<file path="src/rtl/cpu_result_tx.sv">
// cpu_result_tx: serializes an ALU result byte plus four status flags as one
// framed symbol stream (start marker, 12 data symbols, optional parity, done).
// Each symbol is held for BIT_CYCLES clock cycles. Data order on tx_bit_o:
// result[7]..result[0], then c, z, v, n (flags_i[0]..flags_i[3]).
// Optional feature: define CPU_RESULT_TX_PARITY_EN to append an even-parity
// symbol over the 12 data bits between the last data symbol and DONE.
module cpu_result_tx #(
  parameter int unsigned BIT_CYCLES = 4
) (
  input  logic       clk_i,
  input  logic       rst_ni,
  input  logic       send_i,
  input  logic [7:0] result_i,
  input  logic [3:0] flags_i,
  output logic       tx_start_o,
  output logic       tx_bit_o,
  output logic       busy_o,
  output logic       done_o
);

  typedef enum logic [2:0] {
    ST_IDLE   = 3'd0,
    ST_START  = 3'd1,
    ST_DATA   = 3'd2,
`ifdef CPU_RESULT_TX_PARITY_EN
    ST_PARITY = 3'd3,
`endif
    ST_DONE   = 3'd4
  } state_e;

  localparam logic [7:0] LAST_CYC = 8'(BIT_CYCLES - 1);

`ifdef CPU_RESULT_TX_PARITY_EN
  // Even parity: the transmitted bit makes the total count of ones even.
  function automatic logic even_parity12(input logic [11:0] d);
    return ^d;
  endfunction
`endif

  state_e      state_q;
  logic [11:0] shreg_q;
  logic [7:0]  cyc_q;
  logic [3:0]  bit_q;
  logic        tx_start_q;
  logic        tx_bit_q;
  logic        busy_q;
  logic        done_q;
  logic [11:0] frame_d;
`ifdef CPU_RESULT_TX_PARITY_EN
  logic        par_q;
`endif

  // Arrange the captured frame so the MSB is always the next symbol to send.
  always_comb begin
    frame_d = {result_i, flags_i[0], flags_i[1], flags_i[2], flags_i[3]};
  end

  // Frame FSM: state, counters, shift register and registered outputs.
  always_ff @(posedge clk_i or negedge rst_ni) begin
    if (!rst_ni) begin
      state_q    <= ST_IDLE;
      shreg_q    <= 12'd0;
      cyc_q      <= 8'd0;
      bit_q      <= 4'd0;
      tx_start_q <= 1'b0;
      tx_bit_q   <= 1'b0;
      busy_q     <= 1'b0;
      done_q     <= 1'b0;
`ifdef CPU_RESULT_TX_PARITY_EN
      par_q      <= 1'b0;
`endif
    end else begin
      case (state_q)
        ST_IDLE: begin
          if (send_i) begin
            shreg_q    <= frame_d;
`ifdef CPU_RESULT_TX_PARITY_EN
            par_q      <= even_parity12(frame_d);
`endif
            cyc_q      <= 8'd0;
            bit_q      <= 4'd0;
            state_q    <= ST_START;
            tx_start_q <= 1'b1;
            tx_bit_q   <= 1'b0;
            busy_q     <= 1'b1;
            done_q     <= 1'b0;
          end else begin
            tx_start_q <= 1'b0;
            tx_bit_q   <= 1'b0;
            busy_q     <= 1'b0;
            done_q     <= 1'b0;
          end
        end
        ST_START: begin
          if (cyc_q == LAST_CYC) begin
            cyc_q      <= 8'd0;
            state_q    <= ST_DATA;
            tx_start_q <= 1'b0;
            tx_bit_q   <= shreg_q[11];
          end else begin
            cyc_q <= cyc_q + 8'd1;
          end
        end
        ST_DATA: begin
          if (cyc_q == LAST_CYC) begin
            cyc_q <= 8'd0;
            if (bit_q == 4'd11) begin
              bit_q    <= 4'd0;
`ifdef CPU_RESULT_TX_PARITY_EN
              state_q  <= ST_PARITY;
              tx_bit_q <= par_q;
`else
              state_q  <= ST_DONE;
              tx_bit_q <= 1'b0;
              done_q   <= 1'b1;
`endif
            end else begin
              bit_q    <= bit_q + 4'd1;
              shreg_q  <= {shreg_q[10:0], 1'b0};
              tx_bit_q <= shreg_q[10];
            end
          end else begin
            cyc_q <= cyc_q + 8'd1;
          end
        end
`ifdef CPU_RESULT_TX_PARITY_EN
        ST_PARITY: begin
          if (cyc_q == LAST_CYC) begin
            cyc_q    <= 8'd0;
            state_q  <= ST_DONE;
            tx_bit_q <= 1'b0;
            done_q   <= 1'b1;
          end else begin
            cyc_q <= cyc_q + 8'd1;
          end
        end
`endif
        ST_DONE: begin
          state_q    <= ST_IDLE;
          tx_start_q <= 1'b0;
          tx_bit_q   <= 1'b0;
          busy_q     <= 1'b0;
          done_q     <= 1'b0;
        end
        default: begin
          state_q    <= ST_IDLE;
          cyc_q      <= 8'd0;
          bit_q      <= 4'd0;
          tx_start_q <= 1'b0;
          tx_bit_q   <= 1'b0;
          busy_q     <= 1'b0;
          done_q     <= 1'b0;
        end
      endcase
    end
  end

  assign tx_start_o = tx_start_q;
  assign tx_bit_o   = tx_bit_q;
  assign busy_o     = busy_q;
  assign done_o     = done_q;

endmodule

</file>
<file path="config.mk">
export PLATFORM = sky130hd
export DESIGN_NAME = cpu_result_tx
export DESIGN_NICKNAME = d
export VERILOG_FILES = /design/src/rtl/cpu_result_tx.sv
export SDC_FILE = /design/constraint.sdc
export NUM_CORES = 1
export LEC_CHECK = 0
export CORE_MARGIN = 2
export CORE_UTILIZATION = 55
export CTS_CLUSTER_DIAMETER = 30
export DETAILED_ROUTE_END_ITERATION = 10
export PLACE_DENSITY = 0.81
export SLEW_MARGIN = 5
export SYNTH_ARGS = -nofsm -noshare
export SYNTH_HDL_FRONTEND = slang
export SYNTH_SLANG_ARGS = --single-unit
</file>
<file path="constraint.sdc">
create_clock -name clk_i -period 4.2 [get_ports clk_i]
set_clock_uncertainty 0.15 [all_clocks]
set_input_delay 0.84 -clock clk_i [delete_from_list [all_inputs] [get_ports clk_i]]
set_output_delay 0.84 -clock clk_i [all_outputs]
set_load 0.1 [all_outputs]
</file>
Yosys cells after proc, flatten, opt, wreduce, memory -nomap -nowiden
Index checks and enable logic that the tools add are counted.
{"block": "word_totals", "wordCells": 62, "in_bits": 15, "out_inout_bits": 4, "regBits": 31}
{"block": "op_classes", "n_reduce_logical": 11, "eq_ne": 10, "addsub": 2, "bitwise": 4, "mux": 27}
{"op": "12-bit two-way mux", "count": 3}
{"op": "12-bit case mux with 2 select lines", "count": 1}
{"op": "8-bit case mux with 3 select lines", "count": 1}
{"op": "8-bit two-way mux", "count": 2}
{"op": "3-bit two-way mux", "count": 4}
{"op": "4-bit two-way mux", "count": 3}
{"op": "4-bit case mux with 3 select lines", "count": 1}
{"op": "2-bit inequality test, second input constant", "count": 5}
{"op": "3-bit case mux with 3 select lines", "count": 1}
{"op": "8-bit by 1-bit adder with 8-bit output, second input constant", "count": 1}
{"op": "8-bit by 2-bit == test with 1-bit output, second input constant", "count": 1}
{"op": "4-bit AND reduction", "count": 2}
{"op": "1-bit two-way mux", "count": 7}
{"op": "1-bit case mux with 2 select lines", "count": 3}
{"op": "2-bit AND reduction", "count": 3}
{"op": "3-bit AND reduction", "count": 2}
{"op": "4-bit by 1-bit adder with 4-bit output, second input constant", "count": 1}
{"op": "4-bit == test, second input constant", "count": 1}
{"op": "1-bit NOT", "count": 4}
{"op": "2-bit OR reduction", "count": 2}
{"op": "3-bit by 1-bit == test with 1-bit output, second input constant", "count": 1}
{"op": "3-bit by 2-bit == test with 1-bit output, second input constant", "count": 1}
{"op": "3-bit == test, second input constant", "count": 1}
{"op": "3-bit zero test", "count": 1}
{"op": "2 further kinds", "count": 2}

Longest topological paths before layout
{"block": "logic_depth", "ltp_word": 4, "ltp_mapped": 7, "depth_no_buf": 5}

Least setup slack after synthesis
No wires, ideal clock.
{"block": "synth_timing", "path_type": "in2reg", "from": "input port send_i", "to": "register shreg_q[11]", "setup_ps": 125, "setup_slack_ps": 2017, "t_required_ps": 3925, "arrival_ps": 1908, "n_path_buf": 2, "path_stages": 6, "path_cell_list": "nand2b_4 -> buf_6 -> nor3_2 -> a2bb2oi_2 -> buf_6 -> mux2_4"}
{"block": "synth_via", "elab_chain_len": 2}
{"item": "from (decl)", "line": "12", "rtl": "input logic send_i,"}
{"item": "2-bit inequality test (no line)"}
{"item": "4-bit AND reduction (no line)"}
{"item": "to (signal assigned)", "line": "76", "rtl": "shreg_q <= frame_d;"}
{"item": "to (signal assigned)", "line": "119", "rtl": "shreg_q <= {shreg_q[10:0], 1'b0};"}
{"item": "to (decl)", "line": "41", "rtl": "logic [11:0] shreg_q;"}
No other way between the ends.
A chain may end at the register's enable or synchronous reset.

Worst setup path in the final report
{"block": "layout_timing", "from": "register tx_start_q (netlist: tx_start_o)", "to": "output port tx_start_o"}
{"item": "from (decl)", "line": "44", "rtl": "logic tx_start_q;"}
{"item": "from (signal assigned)", "line": "65", "rtl": "tx_start_q <= 1'b0;"}
{"item": "from (signal assigned)", "line": "83", "rtl": "tx_start_q <= 1'b1;"}
{"item": "from (signal assigned)", "line": "88", "rtl": "tx_start_q <= 1'b0;"}
{"item": "to (decl)", "line": "15", "rtl": "output logic tx_start_o,"}
No word-level cell between the ends.

==> flow_summary.json <==
{
  "drive_gt1_frac": 0.144,
  "finalWeightedCongestion": 0.771,
  "htreeDepth": 2,
  "relSlewSlack": 0.353,
  "yosys-top-cells-area": "dfrtp_1, nand2_1, mux2_4, xnor2_1, nor2_1",
  "cts_resized": 0,
  "num_rows": 20,
  "nFillCells": 230,
  "rsz0062_at_grt": "no",
  "seq_area_frac_synth": 0.456,
  "grt_pass1_vias": 1267,
  "synth_async_sr_flop_share": 1.00,
  "yosys_warnings": 0,
  "antenna_cells": 0,
  "startpoint_type": "flop",
  "synth_cell_types": 46,
  "drt_drc_violations_left": 0,
  "arrival_ns": 1.85,
  "cts_tree": "yes",
  "start_util": 0.566,
  "synthCells": 169,
  "die_h_um": 59.6,
  "wl_um": 3260,
  "place_area_mm2": 0.00187,
  "core_region_area_mm2": 0.00300,
  "status": "finished, final reports clean",
  "final_cells": 220,
  "crit_chain": "clkdlybuf4s50_1",
  "cp_max_fo": 3,
  "io_buffers": 18,
  "antenna_left": 0,
  "max_cap_violations": 0,
  "drt_iter0_markers": 66,
  "syn_nets": 186,
  "finalMaxSlewViolations": 0,
  "fin_tns_setup_ns": 0,
  "insertion_delay_ns": 0.33,
  "cts_num_sinks": 31,
  "criticalPathCategory": "reg2out",
  "grt_util_all_layers": 0.209,
  "cts_made_buffers": 5,
  "critPathTopFamily": "buffers and inverters",
  "synth_edf_count": 0,
  "grt_pass1_wl_um": 5560,
  "area_delta_synth_final_pct": 13.0,
  "clkTransAtPathRegs_ns": 0.09,
  "cts_root_buf": "clkbuf_4",
  "viasPerCell": 5.70,
  "postSynthAreaPerCell_um2": 10.1,
  "ctsHoldBuffers": 0,
  "ctsLongestPathBuffers": 2,
  "holdWs_ns": 0.344,
  "dieArea_mm2": 0.00355,
  "setup_viol": 0,
  "cp.required_ns": 3.21,
  "p_per_area_mw_per_mm2": 803,
  "hpwl_um": 2350,
  "first_pass_iters": 4,
  "tightest_slew_ns": 0.967,
  "ys_ff_latch": 31,
  "slowest_delay_ns": 1.14,
  "synth.largest_area_cell": "dfrtp_1",
  "leakage_nw": 0.870,
  "cp-end-kind": "output pin",
  "finalHoldViolCount": 0,
  "via_count": 1254,
  "seq_area_um2": 776,
  "crit_buf_inv": 1,
  "multi_input_area_um2": 851,
  "synthFlopType": "dfrtp_1",
  "irDropWorstVdd_mv": 0.293,
  "dp_cells": 212,
  "stdcell_area_mm2": 0.00192,
  "synth_area_mm2": 0.00170,
  "post_drt_wl_per_cell_um": 14.8,
  "hp-class": "reg2reg",
  "yosysTopAreaCellShare": 0.456,
  "fin_crit_sh": 0.676,
  "overflow": 0,
  "antenna_found_initial": 0,
  "io_pins": 19,
  "grt_max_degree": 32,
  "cts_setup_buffers": 0,
  "cpMaxStageDelayCell": "clkdlybuf4s50_1",
  "fin_nets": 203,
  "fin_crit_ns": 2.84,
  "fmax_ghz": 0.352,
  "die_w_um": 59.6
}
-- final cells by class --
class                      count  share of cell area
multi-input combinational    125               0.443
sequential                    31               0.404
timing repair buffer          19              0.0977
clock buffer                   7              0.0235
tap                           33              0.0215
inverter                       4             0.00782
clock inverter                 1             0.00261
-- cells by family (layout without fill, tap and decap cells) --
logic type,count (synthesis),count (layout),share of synthesized area
compound gates,32,32,0.135
xor+xnor,6,6,0.0309
fa+ha+maj,2,2,0.0147
buf+inv,13,31,0.0434
flops,31,31,0.456
mux,14,14,0.111
simple gates,71,71,0.209
-- cells in the final DEF (no fill, tap or decap), drive strengths merged, types with 2 or more instances in the layout --
cell           count
a211oi             3
a21boi             2
a21oi              6
a32o               2
and2               2
clkbuf             7
clkdlybuf4s50     18
dfrtp             31
ha                 2
inv                4
mux2              12
mux2i              2
nand2             38
nand2b             3
nand3              5
nor2              13
nor2b              2
nor3b              2
o21ai              8
xnor2              6
-- Yosys cell counts, types with 2 or more instances --
library cell / number
a211oi_1: 3
a21boi_0: 2
a21oi_1: 6
a32o_1: 2
buf_2: 5
buf_6: 2
dfrtp_1: 31
ha_1: 2
inv_1: 4
mux2_2: 2
mux2_4: 9
mux2i_1: 2
nand2_1: 38
nand2b_1: 2
nand3_1: 4
nor2_1: 13
nor2b_1: 2
o21ai_0: 5
o21ai_1: 3
xnor2_1: 6
-- flip-flops by register name, summed over array words and instances, names as in the netlist --
signal / cells
bit_q: 4
busy_o: 1
cyc_q: 8
done_o: 1
shreg_q: 12
state_q: 3
tx_bit_o: 1
tx_start_o: 1
-- power by group --
group / leakage (nW) / internal (mW) / switching [mW] / total, mW
logic: 0.445 / 0.394 / 0.479 / 0.873
clock network: 0.0293 / 0.0651 / 0.0975 / 0.163
registers: 0.396 / 0.411 / 0.0953 / 0.506
total: 0.870 / 0.870 / 0.672 / 1.54
-- worst paths after layout --
check,start,end,slack (ns),depth (start not counted)
min in group asynchronous,rst_ni,shreg_q[4],0.74,2
max reg2reg,state_q[0],shreg_q[1],1.37,4
max,tx_start_o,tx_start_o,1.36,1
min reg2reg,busy_o,busy_o,0.34,1
min,busy_o,busy_o,0.34,1
max in group asynchronous,rst_ni,bit_q[2],2.87,2
-- routing by layer --
metal | track usage | up-vias | wire length (um)
met3 | 0.0655 | 5 | 117
met2 | 0.350 | 21 | 1590
met1 | 0.259 | 607 | 1520
li1 | - | 621 | -
met5 | 0 | - | 0
met4 | 0.0571 | 0 | 34
-- stage by stage --
step	utilization	total power [mW]	setup WS, ns
after floorplan	-	1.23	2.02
after global placement	0.623	1.33	1.15
after detailed placement	0.623	1.38	1.07
after CTS	0.640	1.55	1.35
after global routing	0.640	1.66	1.24
final	0.640	1.54	1.36
No activity file was read; power rests on OpenSTA's default activity.
